[src/rtl/chan_reduce_pkg.sv]
// Shared encodings for the channel reducer family: operator modes and FSM states.
package chan_reduce_pkg;

   localparam logic [1:0] MODE_SUM = 2'd0;
   localparam logic [1:0] MODE_MAX = 2'd1;
   localparam logic [1:0] MODE_MIN = 2'd2;
   localparam logic [1:0] MODE_XOR = 2'd3;

   typedef enum logic [1:0] {
      ST_IDLE  = 2'd0,
      ST_READ  = 2'd1,
      ST_WRITE = 2'd2,
      ST_DONE  = 2'd3
   } state_e;

endpackage

[src/rtl/channel_reduce_n_if.sv]
// FIFO channel bundle. The master is the client of the FIFO; the slave is the FIFO itself.
interface channel_reduce_n_if #(
   parameter int WIDTH = 32
);
   logic [WIDTH-1:0] in_data;
   logic             read_valid;
   logic             rst;
   logic             write_valid;
   logic [WIDTH-1:0] out_data;
   logic             read_ready;
   logic             write_ready;

   modport master (
      output in_data, read_valid, rst, write_valid,
      input  out_data, read_ready, write_ready
   );

   modport slave (
      input  in_data, read_valid, rst, write_valid,
      output out_data, read_ready, write_ready
   );
endinterface

[src/rtl/chan_reduce_op.sv]
// Combinational fold step: result = op(acc, x). Carry is meaningful only for SUM.
module chan_reduce_op
   import chan_reduce_pkg::*;
#(
   parameter int WIDTH = 32
) (
   input  logic [WIDTH-1:0] acc_i,
   input  logic [WIDTH-1:0] x_i,
   input  logic [1:0]       mode_i,
   output logic [WIDTH-1:0] result_o,
   output logic             carry_o
);

   logic [WIDTH:0] sum;

   assign sum = {1'b0, acc_i} + {1'b0, x_i};

   // NOTE: every output gets a default first so no path through the case can infer a latch.
   always_comb begin
      result_o = acc_i;
      carry_o  = 1'b0;
      case (mode_i)
         MODE_SUM: {carry_o, result_o} = sum;
         // Ties keep acc: strict comparisons only.
         MODE_MAX: if ($signed(x_i) > $signed(acc_i)) result_o = x_i;
         MODE_MIN: if ($signed(x_i) < $signed(acc_i)) result_o = x_i;
         default:  result_o = acc_i ^ x_i;
      endcase
   end

endmodule

[src/rtl/channel_reduce_n.sv]
// Channel reducer: on start, folds min(len, MAX_COUNT) words read from "in" with the
// selected operator and writes one result word to "out".
module channel_reduce_n
   import chan_reduce_pkg::*;
#(
   parameter int WIDTH     = 32,
   parameter int MAX_COUNT = 16,
   parameter int CW        = $clog2(MAX_COUNT + 1)
) (
   input  logic               clk,
   input  logic               rst,
   input  logic               start_i,
   input  logic [CW-1:0]      len_i,
   input  logic [1:0]         mode_i,
   output logic               valid_o,
   output logic               busy_o,
   output logic               overflow_o,
   channel_reduce_n_if.master in_ch,
   channel_reduce_n_if.master out_ch
);

   state_e           state_q, state_d;
   logic [WIDTH-1:0] acc_q,   acc_d;
   logic [CW-1:0]    cnt_q,   cnt_d;
   logic [CW-1:0]    n_q,     n_d;
   logic [1:0]       mode_q,  mode_d;
   logic             ovf_q,   ovf_d;

   logic [WIDTH-1:0] op_result;
   logic             op_carry;
   logic [CW-1:0]    len_clamped;
   logic             rd_xfer;
   logic             wr_xfer;

   chan_reduce_op #(.WIDTH(WIDTH)) u_op (
      .acc_i    (acc_q),
      .x_i      (in_ch.out_data),
      .mode_i   (mode_q),
      .result_o (op_result),
      .carry_o  (op_carry)
   );

   function automatic logic [WIDTH-1:0] identity(input logic [1:0] m);
      case (m)
         MODE_MAX: return {1'b1, {(WIDTH-1){1'b0}}};
         MODE_MIN: return {1'b0, {(WIDTH-1){1'b1}}};
         default:  return '0;
      endcase
   endfunction

   assign len_clamped = (len_i > CW'(MAX_COUNT)) ? CW'(MAX_COUNT) : len_i;
   assign rd_xfer     = in_ch.read_valid && in_ch.read_ready;
   assign wr_xfer     = out_ch.write_valid && out_ch.write_ready;

   always_comb begin
      state_d = state_q;
      acc_d   = acc_q;
      cnt_d   = cnt_q;
      n_d     = n_q;
      mode_d  = mode_q;
      ovf_d   = ovf_q;
      case (state_q)
         ST_IDLE, ST_DONE: begin
            if (start_i) begin
               n_d     = len_clamped;
               mode_d  = mode_i;
               acc_d   = identity(mode_i);
               cnt_d   = '0;
               ovf_d   = 1'b0;
               state_d = (len_clamped == '0) ? ST_WRITE : ST_READ;
            end
         end
         ST_READ: begin
            if (rd_xfer) begin
               acc_d = op_result;
               cnt_d = cnt_q + CW'(1);
               ovf_d = ovf_q | op_carry;
               if (cnt_q == n_q - CW'(1)) state_d = ST_WRITE;
            end
         end
         ST_WRITE: begin
            if (wr_xfer) state_d = ST_DONE;
         end
         default: state_d = ST_IDLE;
      endcase
   end

   // NOTE: sequential state uses non-blocking assignments only, so every register
   // samples the pre-edge value of every other register.
   always_ff @(posedge clk or posedge rst) begin
      if (rst) begin
         state_q <= ST_IDLE;
         acc_q   <= '0;
         cnt_q   <= '0;
         n_q     <= '0;
         mode_q  <= MODE_SUM;
         ovf_q   <= 1'b0;
      end else begin
         state_q <= state_d;
         acc_q   <= acc_d;
         cnt_q   <= cnt_d;
         n_q     <= n_d;
         mode_q  <= mode_d;
         ovf_q   <= ovf_d;
      end
   end

   assign valid_o    = (state_q == ST_DONE);
   assign busy_o     = (state_q == ST_READ) || (state_q == ST_WRITE);
   assign overflow_o = ovf_q;

   assign in_ch.in_data      = '0;
   assign in_ch.read_valid   = (state_q == ST_READ);
   assign in_ch.rst          = 1'b0;
   assign in_ch.write_valid  = 1'b0;

   // acc is cleared by reset, so the result bus reads 0 out of reset.
   assign out_ch.in_data     = acc_q;
   assign out_ch.read_valid  = 1'b0;
   assign out_ch.rst         = 1'b0;
   assign out_ch.write_valid = (state_q == ST_WRITE);

   logic unused_inputs;
   assign unused_inputs = ^{in_ch.write_ready, out_ch.out_data, out_ch.read_ready};

endmodule

[src/flat_wrapper.sv]
// flat-port wrapper written by rule: the top's interface ports become plain ports
module channel_reduce_n_flat import chan_reduce_pkg::*;
#(
   parameter int WIDTH     = 32,
   parameter int MAX_COUNT = 16,
   parameter int CW        = $clog2(MAX_COUNT + 1)
)
  (clk, rst, start_i, len_i, mode_i, valid_o, busy_o, overflow_o, in_ch_in_data, in_ch_read_valid, in_ch_rst, in_ch_write_valid, in_ch_out_data, in_ch_read_ready, in_ch_write_ready, out_ch_in_data, out_ch_read_valid, out_ch_rst, out_ch_write_valid, out_ch_out_data, out_ch_read_ready, out_ch_write_ready);
  channel_reduce_n_if #(.WIDTH(WIDTH)) in_ch_i ();
  channel_reduce_n_if #(.WIDTH(WIDTH)) out_ch_i ();
  input  logic clk;
  input  logic rst;
  input  logic start_i;
  input  logic [CW-1:0] len_i;
  input  logic [1:0] mode_i;
  output logic valid_o;
  output logic busy_o;
  output logic overflow_o;
  output wire logic [$bits(in_ch_i.in_data)-1:0] in_ch_in_data;
  output wire logic [$bits(in_ch_i.read_valid)-1:0] in_ch_read_valid;
  output wire logic [$bits(in_ch_i.rst)-1:0] in_ch_rst;
  output wire logic [$bits(in_ch_i.write_valid)-1:0] in_ch_write_valid;
  input wire logic [$bits(in_ch_i.out_data)-1:0] in_ch_out_data;
  input wire logic [$bits(in_ch_i.read_ready)-1:0] in_ch_read_ready;
  input wire logic [$bits(in_ch_i.write_ready)-1:0] in_ch_write_ready;
  output wire logic [$bits(out_ch_i.in_data)-1:0] out_ch_in_data;
  output wire logic [$bits(out_ch_i.read_valid)-1:0] out_ch_read_valid;
  output wire logic [$bits(out_ch_i.rst)-1:0] out_ch_rst;
  output wire logic [$bits(out_ch_i.write_valid)-1:0] out_ch_write_valid;
  input wire logic [$bits(out_ch_i.out_data)-1:0] out_ch_out_data;
  input wire logic [$bits(out_ch_i.read_ready)-1:0] out_ch_read_ready;
  input wire logic [$bits(out_ch_i.write_ready)-1:0] out_ch_write_ready;
  assign in_ch_in_data = in_ch_i.in_data;
  assign in_ch_read_valid = in_ch_i.read_valid;
  assign in_ch_rst = in_ch_i.rst;
  assign in_ch_write_valid = in_ch_i.write_valid;
  assign in_ch_i.out_data = in_ch_out_data;
  assign in_ch_i.read_ready = in_ch_read_ready;
  assign in_ch_i.write_ready = in_ch_write_ready;
  assign out_ch_in_data = out_ch_i.in_data;
  assign out_ch_read_valid = out_ch_i.read_valid;
  assign out_ch_rst = out_ch_i.rst;
  assign out_ch_write_valid = out_ch_i.write_valid;
  assign out_ch_i.out_data = out_ch_out_data;
  assign out_ch_i.read_ready = out_ch_read_ready;
  assign out_ch_i.write_ready = out_ch_write_ready;
  channel_reduce_n #(.WIDTH(WIDTH), .MAX_COUNT(MAX_COUNT), .CW(CW)) u_core (.clk(clk), .rst(rst), .start_i(start_i), .len_i(len_i), .mode_i(mode_i), .valid_o(valid_o), .busy_o(busy_o), .overflow_o(overflow_o), .in_ch(in_ch_i), .out_ch(out_ch_i));
endmodule
[config.mk]
export PLATFORM = sky130hd
export DESIGN_NAME = channel_reduce_n_flat
export DESIGN_NICKNAME = d
export VERILOG_FILES = /design/src/rtl/chan_reduce_pkg.sv /design/src/rtl/channel_reduce_n_if.sv /design/src/rtl/chan_reduce_op.sv /design/src/rtl/channel_reduce_n.sv /design/src/flat_wrapper.sv
export SDC_FILE = /design/constraint.sdc
export NUM_CORES = 1
export LEC_CHECK = 0
export ABC_AREA = 1
export CAP_MARGIN = 20
export CORE_MARGIN = 1
export CORE_UTILIZATION = 46
export CTS_CLUSTER_SIZE = 8
export DETAILED_ROUTE_END_ITERATION = 8
export PLACE_DENSITY = 0.78
export SYNTH_ARGS = -nofsm -noshare
export SYNTH_HDL_FRONTEND = slang
export SYNTH_SLANG_ARGS = --single-unit
[constraint.sdc]
create_clock -name clk -period 2.2 [get_ports clk]
set_input_delay 0.44 -clock clk [delete_from_list [all_inputs] [get_ports clk]]
set_output_delay 0.44 -clock clk [all_outputs]
set_load 0.01 [all_outputs]
==> run summary <==
The sum of negative setup slack came out at -3540 ps. The analysis attributes to net switching a power of about 7.2 mW. The part of the power in the clock network came out at ~6.7%. The number of nets with antenna violations after routing came out at 0. For the finished layout, the period the worst path requires is 2360 ps. The number of antenna violations at the first check in global routing came out at 0.

The critical path is of the in -> reg type. The first-pass GRT wire length came out at ~36 mm. The synthesized netlist devotes approximately an eighth of its cell area to compound gates. The standard cell core area is about 13000 µm². In this run the worst setup path begins at in_ch_out_data[21].

Measured along the y axis, the die boundary spans around 120 µm. The layer with the highest usage is met2. The x dimension of the die came out at around 120 µm.

The number of fill cells in the layout came out at roughly 1100. Among all flip-flop cells after synthesis, the most frequent one is sky130_fd_sc_hd__dfrtp_1. The distinct cell type count after synthesis is 47. Counting buffers and inverters, the worst setup path is 16 cells deep. After synthesis, the share of cell area in mux cells is 0%.

The share of total power in combinational logic came out at 82.8%. Data on the critical path is required at its endpoint by roughly 2400 ps. The post-layout worst setup margin came out at -159 ps. The kind of cell with the highest combined delay along the critical path is simple AND/OR/NAND/NOR gates. The final reports fail on negative setup slack. The power per cell area is approximately 1500 nW/µm².

The synthesized netlist devotes 0.829% of its cell area to XOR and XNOR gates. The largest vdd supply drop came out at approximately 0.0012 V. The slowest stage of the critical path is the sky130_fd_sc_hd__dlygate4sd2_1 cell.

The die covers approximately 14000 µm². Global routing consumed, on the met2 layer, a little over half of the routing resources. The number of flops mapped to enable cells by yosys is 0. Synthesis produced 1054 cells. In the final routed layout, each cell accounts on average for 15.1 µm.

The peak per-stage delay on the critical path is around 280 ps. The floorplan has 42 rows. After detailed routing, the total wire length is about 22 mm. TritonCTS created 5 clock buffers. The number of non-filler instances in the completed layout is between 1000 and 1500. The final layout contains ~1500 nets.

The flip-flop and latch count after synthesis is 47. The hold-fix buffer count after cts is 0. The count of clock tree sinks is 47.

The met3 usage is roughly 4.2%. The quantity of I/O buffers inserted on ports is 80. The post-synthesis average cell area is around 6 µm². After legalization and detailed placement, the total HPWL measured around 15 mm. The simple-gate area share of the yosys netlist came out at 36.6%. The arithmetic-cell share of the synthesized area counting full adders, half adders and majority gates came out at between 10% and 20%. The maximum number of pins on one net before global-route repair came out at 48. The final hold violation count came out at 0. The switching power share of the total is between 50 and 60%. The via count is a little under 8000. During I/O placement, the number of pins put on the boundary was 151.

For this run, design rule violations remaining after detail routing come to 0. Clock-pin slew was measured on the worst setup and hold paths at approximately 90 ps. The met1 demand-to-capacity share in global routing is a little under 40%.

The largest fanout of any net on the critical path came out at 16. The type of the most critical hold path is in -> async. Setup repair after global routing could not meet its margin everywhere.

Relative to the synthesized area, the layout overhead comes to 52.7%. In this design, the critical path's most frequently occurring cell is sky130_fd_sc_hd__nand2_2. Clock tree synthesis selected as its root buffer the cell sky130_fd_sc_hd__clkbuf_16. The remaining global-route overflow is 0.

The reported max-cap violation count is 0. The worst setup path is launched from an input pin. After synthesis, the largest family of logic cells by area is simple AND/OR/NAND/NOR gates.

The clock insertion delay at the later pin of the skew report is between 300 and 400 ps. The via count of the first global-routing pass is 7500. The starting density of the core came out at a little under half. The placer's final routability congestion estimate came out at approximately 0.97. The number of H-tree levels came out at 2. The total global routing track utilization came out at roughly 31%. The final setup violation count is 32. The share of flip-flops with an asynchronous set or reset is 100%.

TritonCTS built the clock tree. The critical path goes through dlygate4sd2_1 -> ha_4 -> nand2_1 -> inv_1 -> o21bai_1 -> nand3_2 -> a21oi_2 -> nand2_2 -> nand2_2 -> nand3_2 -> nand2_1 -> inv_2 -> nand2_4 -> buf_6 -> nand3_1 -> nand2_2. The headroom to the max-slew limit came out at between 60 and 70%. The leakage power is between 5 and 6 nW. The worst clock skew is about 17 ps.

In this run the critical register-to-register path is launched from u_core.out_ch.in_data[21]. The critical path contains buffers and inverters numbering 4 combined. Dividing the final minimum period by the clock period gives 107%. The arrival time at the worst endpoint came out at approximately 2600 ps. The sequential share of power came out at approximately a tenth. Internal power comes to 6.99 mW. Counting along the longest clock path gives a buffer depth of 2. The count of routing violations after the opening detailed-route iteration is ~620. The share of the core filled with cells in the final layout is around 73%. Counting cells, the worst reg-to-reg path comes to 16. The post-synthesis sequential area ratio is approximately 19%. Timing would allow up to 424 MHz.

The worst hold slack after final layout came out at 475 ps. The cell count after placement came out at around 1500. The register-to-register path setup slack is -150 ps. STA classifies the critical path endpoint as a register.

The number of synthesis warnings came out at 0. At the pin with the least slew margin, the transition time is 520 ps. The final number of max-transition violations is 0.

The ratio of routed vias to standard cells came out at approximately 5.3. The number of search-and-repair iterations in the first detailed-routing pass came out at 5. The antenna cell count came out at 0. Cells with a size suffix above 1 make up 29.4% of the layout. The cell area after synthesis came out at between 6000 and 7000 µm². The run finished, with violations left.
cell usage after synthesis, drive strengths merged, types with 3 or more instances:
master  count  area (µm²)
ha         73         913
o22ai       4        25.0
clkbuf     19        81.3
a21oi      59         295
nand2     342        1320
nand4      13        81.3
nand3     101         505
o21bai      6        45.0
inv       168         631
xor2        4        35.0
o21ai      54         270
o211ai      7        52.6
buf        45         335
nor3       15        95.1
nor2       71         269
dfrtp      47        1180
a31o        3        26.3
or2         3        18.8
per-layer routing:
metal  vias to the layer above  wire (µm)
met4                         0        857
li1                       3795          -
met5                         -          0
met2                       329      10800
met1                      3614       9390
met3                        86       1420
worst min-delay path: stages:
cell	delay [ps]
sky130_fd_sc_hd__clkdlybuf4s50_1	410
sky130_fd_sc_hd__inv_2	70
sky130_fd_sc_hd__buf_12	260
sequential cells by signal, indices dropped and copies added (netlist names):
register and cells:
u_core.cnt_q 5, u_core.overflow_o 1, u_core.n_q 5, u_core.out_ch.in_data 32, u_core.state_q 2, u_core.mode_q 2
through the flow:
stage          worst slack, ps  area [µm²]  power (mW)
6_report                  -159        9680        14.2
5_1_grt                   -286        9680        15.3
4_1_cts                  -99.3        9290        13.1
3_5_place_dp              -684        8500        10.9
3_3_place_gp              -635        8500        10.7
2_1_floorplan             61.4        6470        7.03
power groups by stage:
stage / combinational, mW / sequential [mW] / clock, mW
after CTS: 10.7 / 1.48 / 0.964
after floorplan: 5.39 / 1.64 / 0
final: 11.8 / 1.49 / 0.956
after global routing: 12.8 / 1.53 / 0.996
after global placement: 9.22 / 1.47 / 0
after detailed placement: 9.42 / 1.49 / 0
cell families after synthesis:
group | count (synthesis)
compound gates | 144
xor+xnor | 6
fa+ha+maj | 74
buf+inv | 233
flops | 47
other cells | 1
simple gates | 549
placed cells by master, fill, tap and decap left out, types with 36 or more instances in the layout:
cell type and count:
sky130_fd_sc_hd__nand2_1 280, sky130_fd_sc_hd__buf_4 186, sky130_fd_sc_hd__inv_1 144, sky130_fd_sc_hd__nand3_1 93
sky130_fd_sc_hd__nor2_1 55, sky130_fd_sc_hd__nand2_2 47, sky130_fd_sc_hd__o21ai_0 46, sky130_fd_sc_hd__clkdlybuf4s50_1 46
sky130_fd_sc_hd__dfrtp_1 46, sky130_fd_sc_hd__ha_1 42, sky130_fd_sc_hd__a21oi_1 40, sky130_fd_sc_hd__conb_1 36
area by class of cell:
class	instances	area, µm²	area share (%)
Tap cell	176	220	2.28
Clock buffer	5	125	1.29
Sequential cell	47	1180	12.2
Multi-Input combinational cell	809	5040	52.1
Inverter	169	637	6.58
Timing Repair Buffer	279	2430	25.1
Clock inverter	3	47.5	0.491
worst paths after layout:
| path | end |
|---|---|
| max | u_core.out_ch.in_data[7] |
| min | u_core.out_ch.in_data[28] |
| max reg2reg | u_core.out_ch.in_data[7] |
| min reg2reg | u_core.n_q[4] |
| max in group asynchronous | u_core.state_q[0] |
| min in group clk | u_core.n_q[4] |
repair_timing:
item | 4_1_cts | 5_1_grt
gates cloned | 3 | 0
setup buffers | 5 | 11
pin swaps | 22 | 30
endpoints found under the setup margin | 34 | 36
gates resized for setup | 123 | 99
Power figures use the tool's default switching activity.
